**src/rtl/shift_add_mul_pkg.sv**
```systemverilog
// Shared types and constants for the shift-and-add multiplier.
// The optional GF reduction step is enabled by SHIFT_ADD_MUL_GF_REDUCE_EN.
package shift_add_mul_pkg;

   localparam int unsigned DEFAULT_WIDTH = 32;

   localparam logic MODE_INT   = 1'b1;
   localparam logic MODE_CLMUL = 1'b0;

   typedef enum logic [1:0] {
      IDLE   = 2'd0,
      BUSY   = 2'd1,
      REDUCE = 2'd2,
      DONE   = 2'd3
   } state_e;

endpackage

```
**src/rtl/shift_add_mul_mul_step_add.sv**
```systemverilog
// Single add step of the multiplier: integer add with carry, or carry-less XOR.
module mul_step_add #(
   parameter int unsigned WIDTH = 32
) (
   input  logic [WIDTH-1:0] a_i,
   input  logic [WIDTH-1:0] b_i,
   input  logic             carry_option_i,
   output logic [WIDTH-1:0] sum_o,
   output logic             carry_out_o
);

   logic [WIDTH:0] full_sum;

   always_comb begin
      full_sum = {1'b0, a_i} + {1'b0, b_i};
      if (carry_option_i) begin
         sum_o       = full_sum[WIDTH-1:0];
         carry_out_o = full_sum[WIDTH];
      end else begin
         sum_o       = a_i ^ b_i;
         carry_out_o = 1'b0;
      end
   end

endmodule

```
**src/rtl/shift_add_mul.sv**
```systemverilog
// Iterative WIDTH-step shift-and-add multiplier, integer or carry-less GF(2) mode.
// Defining SHIFT_ADD_MUL_GF_REDUCE_EN adds the poly port and the REDUCE state.
module shift_add_mul
   import shift_add_mul_pkg::*;
#(
   parameter int unsigned WIDTH = DEFAULT_WIDTH
) (
   input  logic               clk,
   input  logic               rst,
   input  logic               in_valid,
   output logic               in_ready,
   input  logic               carry_option,
   input  logic [WIDTH-1:0]   a,
   input  logic [WIDTH-1:0]   b,
`ifdef SHIFT_ADD_MUL_GF_REDUCE_EN
   input  logic [WIDTH-1:0]   poly,
`endif
   output logic               out_valid,
   input  logic               out_ready,
   output logic [2*WIDTH-1:0] product
);

   localparam int unsigned CNT_W = $clog2(WIDTH) + 1;
   localparam logic [CNT_W-1:0] LAST_STEP = CNT_W'(WIDTH - 1);

   state_e               state_q, state_d;
   logic [CNT_W-1:0]     cnt_q, cnt_d;
   logic [WIDTH-1:0]     hi_q, hi_d;
   logic [WIDTH-1:0]     lo_q, lo_d;
   logic [WIDTH-1:0]     a_q, a_d;
   logic                 mode_q, mode_d;
   logic [2*WIDTH-1:0]   product_q, product_d;

   logic [WIDTH-1:0]     add_sum;
   logic                 add_carry;
   logic [WIDTH-1:0]     step_hi;
   logic                 step_c;

   mul_step_add #(
      .WIDTH (WIDTH)
   ) u_step_add (
      .a_i            (hi_q),
      .b_i            (a_q),
      .carry_option_i (mode_q),
      .sum_o          (add_sum),
      .carry_out_o    (add_carry)
   );

`ifdef SHIFT_ADD_MUL_GF_REDUCE_EN
   logic [2*WIDTH-1:0] red_poly;
   logic [2*WIDTH-1:0] red_probe;
   // x^WIDTH + poly with its leading term sitting on the product MSB.
   assign red_poly  = {1'b1, poly, {(WIDTH-1){1'b0}}};
   assign red_probe = product_q << cnt_q;
`endif

   always_comb begin
      state_d   = state_q;
      cnt_d     = cnt_q;
      hi_d      = hi_q;
      lo_d      = lo_q;
      a_d       = a_q;
      mode_d    = mode_q;
      product_d = product_q;
      step_c    = 1'b0;
      step_hi   = hi_q;

      unique case (state_q)
         IDLE: begin
            if (in_valid) begin
               a_d     = a;
               mode_d  = carry_option;
               hi_d    = '0;
               lo_d    = b;
               cnt_d   = '0;
               state_d = BUSY;
            end
         end
         BUSY: begin
            if (lo_q[0]) begin
               step_c  = add_carry;
               step_hi = add_sum;
            end
            hi_d  = {step_c, step_hi[WIDTH-1:1]};
            lo_d  = {step_hi[0], lo_q[WIDTH-1:1]};
            cnt_d = cnt_q + 1'b1;
            if (cnt_q == LAST_STEP) begin
               product_d = {hi_d, lo_d};
               cnt_d     = '0;
               state_d   = DONE;
`ifdef SHIFT_ADD_MUL_GF_REDUCE_EN
               if (mode_q == MODE_CLMUL) begin
                  state_d = REDUCE;
               end
`endif
            end
         end
`ifdef SHIFT_ADD_MUL_GF_REDUCE_EN
         REDUCE: begin
            // Step k clears product bit 2*WIDTH-1-k.
            if (red_probe[2*WIDTH-1]) begin
               product_d = product_q ^ (red_poly >> cnt_q);
            end
            cnt_d = cnt_q + 1'b1;
            if (cnt_q == LAST_STEP) begin
               cnt_d   = '0;
               state_d = DONE;
            end
         end
`endif
         DONE: begin
            if (out_ready) begin
               state_d = IDLE;
            end
         end
         default: begin
            state_d = IDLE;
         end
      endcase
   end

   always_ff @(posedge clk or posedge rst) begin
      if (rst) begin
         state_q   <= IDLE;
         cnt_q     <= '0;
         hi_q      <= '0;
         lo_q      <= '0;
         a_q       <= '0;
         mode_q    <= MODE_INT;
         product_q <= '0;
      end else begin
         state_q   <= state_d;
         cnt_q     <= cnt_d;
         hi_q      <= hi_d;
         lo_q      <= lo_d;
         a_q       <= a_d;
         mode_q    <= mode_d;
         product_q <= product_d;
      end
   end

   assign in_ready  = (state_q == IDLE);
   assign out_valid = (state_q == DONE);
   assign product   = product_q;

endmodule

```
**config.mk**
```make
export PLATFORM = sky130hd
export DESIGN_NAME = shift_add_mul
export DESIGN_NICKNAME = d
export VERILOG_FILES = /design/src/rtl/shift_add_mul_pkg.sv /design/src/rtl/shift_add_mul_mul_step_add.sv /design/src/rtl/shift_add_mul.sv
export SDC_FILE = /design/constraint.sdc
export NUM_CORES = 1
export LEC_CHECK = 0
export CAP_MARGIN = 20
export CORE_MARGIN = 4
export CORE_UTILIZATION = 55
export DETAILED_ROUTE_END_ITERATION = 8
export GPL_TIMING_DRIVEN = 0
export PLACE_DENSITY = 0.81
export SLEW_MARGIN = 10
export SYNTH_ARGS = -nofsm -noshare
export SYNTH_HDL_FRONTEND = slang
export SYNTH_HIERARCHICAL = 1
export SYNTH_SLANG_ARGS = --single-unit
```
**constraint.sdc**
```tcl
create_clock -name clk -period 7.7 [get_ports clk]
set_clock_uncertainty 0.2 [all_clocks]
set_input_delay 2.31 -clock clk [delete_from_list [all_inputs] [get_ports clk]]
set_output_delay 2.31 -clock clk [all_outputs]
set_load 0.005 [all_outputs]
```
==> metrics.yaml <==
outcome: "complete, no violations"
rows: 46
report.final.hold_viol_count: 0
via_per_inst: 5.59
max_cap_violations: 0
final-instance-count-excl-fill: 1223
fp.dieArea_um2: 18500
postCtsResizedCells: 0
htree_num_levels: 4
first_pass_grt_wire_length_um: 35900
synthCells: 840
routed_wirelength_um: 21200
critical_path.cell_chain: "buf_4 > and2_1 > clkdlybuf4s50_1"
placeableCoreArea_um2: 16000
fraction_of_final_layout_cells_with_drive_strength_greater_than_1: 0.132
critical_path.endpoint_type: "primary output"
final.setup.worst_slack_ps: 3590
post_drt_wl_per_cell_um: 17.4
holdCritPathClass: "reg -> reg"
slowest_delay_ps: 500
die_width_um: 136
worst-path-stages: 3
cts_max_path_buffers: 2
grt_start_max_net_pins: 92
clkSlewWorstSetupHoldPaths_ps: 70
whs_path_depth: 1
highest_clock_frequency_the_design_can_meet_mhz: 243
grt_util_met2: 0.404
cts_setup_buffers: 0
synth.cell_area_um2: 9040
dp_cells: 1191
cts_buffers: 17
report.power.total_w: 0.00519
global_route_layer_with_the_greatest_usage: "met2"
setup_total_negative_slack_ps: 0
ant_nets: 0
path_buf_inv: 2
period_minus_slack_ps: 4110
worst-endpoint-required_ps: 5190
design.final.nets: 1097
cts.sinks: 169
synth.avg_cell_area_um2: 10.8
antenna_cells: 0
final.period_utilization: 0.534
clock_tree_from_tritoncts: "done"
p_per_area_nw_per_um2: 459
dpl_worst_slack_ps: 3440
critical_path_class: "reg -> out"
rsz0062_at_grt: "no"
setup-violations-final: 0
ys_types: 63
worst_margin_slew_ps: 598
route.vias.total: 6834
place.detailed.hpwl_um: 15400
ir_drop_worst_case_vdd_mv: 0.204
data_arrival_critical_path_ps: 1600
remaining_drc_errors: 0
first_global_vias: 7172
layout_commonest_cell: "sky130_fd_sc_hd__dfrtp_1"
grt_antenna_before_repair: 0
clockRootBuffer: "sky130_fd_sc_hd__clkbuf_16"
drt_pre_antenna_iters: 6
dieHeight_um: 136
portBuffers: 134
grt_util_met3: 0.0607
postSynthRegisterBits: 169
fillers: 1259
crit_slowest_cell: "sky130_fd_sc_hd__clkdlybuf4s50_1"
worst_reg2reg_path_length_in_cells: 11
multi_input_gate_area_in_the_final_layout_um2: 4380
cts_hold_buf: 0
floorplan.initialDensity: 0.565
grt_remaining_overflow: 0
yosysWarnings: 6
io-pin-count: 135
maxSlewViolCount: 0
hold-worst-slack_ps: 281
synth_async_sr_flop_share: 1.00
worstSetupStartpointType: "flip-flop"
crit_path_max_fanout: 10
place.gp.congestion: 0.908
syn_nets: 943
seq_area_um2: 4230
seq_area_frac_synth: 0.468
dr.first_iter.drc_count: 464
total_leakage_power_nw: 4.89
clk_latency_ps: 430
worst_path_dominant_cell_family: "buffers and inverters"
grt_util_all_layers: 0.243
most_frequent_cells_in_the_layout: "sky130_fd_sc_hd__dfrtp_1 (168), sky130_fd_sc_hd__clkdlybuf4s50_1 (134), sky130_fd_sc_hd__nand2_1 (118)"
grtUsageMet1: 0.319
ys_flop_type: "sky130_fd_sc_hd__dfrtp_1"
syn_to_final_growth_pct: 25.1
synth_enable_flop_cells: 0
timing.max_slew.rel_slack: 0.601
reg2reg_setup_slack_ps: 4270
## worst reg2reg max path, delay by kind of cell (launching register included)
family | cells | cell delay, ps
AO/OA/AOI/OAI | 6 | 1340
adder cells (fa/ha/maj) | 2 | 630
multiplexers | 2 | 580
flip-flops | 1 | 400
XOR/XNOR | 1 | 170
## Yosys cell counts, types with 5 or more instances
cell type                  number  area share
sky130_fd_sc_hd__buf_6          9       0.011
sky130_fd_sc_hd__xor2_1        13       0.013
sky130_fd_sc_hd__buf_2         10      0.0055
sky130_fd_sc_hd__a21o_1        13       0.011
sky130_fd_sc_hd__nor3_1         5      0.0028
sky130_fd_sc_hd__o21bai_1       5      0.0042
sky130_fd_sc_hd__ha_1          33       0.046
sky130_fd_sc_hd__mux2_2        50       0.062
sky130_fd_sc_hd__o22ai_1       24       0.017
sky130_fd_sc_hd__nand2_1      118       0.049
sky130_fd_sc_hd__o21ai_0       59       0.033
sky130_fd_sc_hd__mux2_1        39       0.049
sky130_fd_sc_hd__buf_4         11      0.0091
sky130_fd_sc_hd__a21oi_1       42       0.023
sky130_fd_sc_hd__mux2i_1       72       0.080
sky130_fd_sc_hd__inv_1         32       0.013
sky130_fd_sc_hd__o21ai_1        7      0.0039
sky130_fd_sc_hd__dfrtp_1      168        0.47
sky130_fd_sc_hd__clkbuf_1      19      0.0079
sky130_fd_sc_hd__nand3_1        7      0.0039
sky130_fd_sc_hd__nor2_1        22      0.0091
sky130_fd_sc_hd__nand4_1        9      0.0062
sky130_fd_sc_hd__xnor2_1       17       0.016
## path summary, 6_finish.rpt
kind,startpoint,endpoint
max in group asynchronous,rst,hi_q[20]
worst max register to register,hi_q[0],product[59]
worst max-delay path,state_q[0],out_valid
min in group asynchronous,rst,product[13]
worst min register to register,product[52],product[52]
worst min-delay path,product[52],product[52]
## cell type report
type,instances,share of cell area
Inverter,32,0.0113
Buffer,49,0.0270
Clock buffer,20,0.0413
Sequential cell,169,0.374
Tap cell,216,0.0239
Multi-Input combinational cell,590,0.388
Clock inverter,12,0.0135
Timing Repair Buffer,135,0.121
## registers in the layout, summed over array words and instances, names as in the netlist
signal,count
product,64
hi_q,32
cnt_q,6
mode_q,1
state_q,2
a_q,32
lo_q,32
## where the power goes
group	internal [W]	switching, W
Clock	0.000514	0.000374
Combinational	0.00129	0.00141
Sequential	0.00131	0.000291
Total	0.00311	0.00208
## logic make-up (layout without fill, tap and decap cells)
family | count (synthesis) | in the layout | synth area share
compound gates | 189 | 189 | 0.132
xor+xnor | 30 | 30 | 0.0291
fa+ha+maj | 34 | 34 | 0.0479
buf+inv | 81 | 248 | 0.0471
flops | 169 | 169 | 0.468
mux | 161 | 161 | 0.191
simple gates | 176 | 176 | 0.0847
## through the flow
stage / utilization / cell area [um2]
after floorplan: - / 9040
after detailed placement: 0.668 / 10700
after global routing: 0.706 / 11300
after CTS: 0.706 / 11300
after global placement: 0.665 / 10600
final: 0.706 / 11300
## per-layer routing
metal	share of wire	up-vias
met2	0.49	164
met5	0	-
met1	0.44	3344
met3	0.055	28
li1	-	3298
met4	0.015	0
Power figures use the tool's default switching activity.
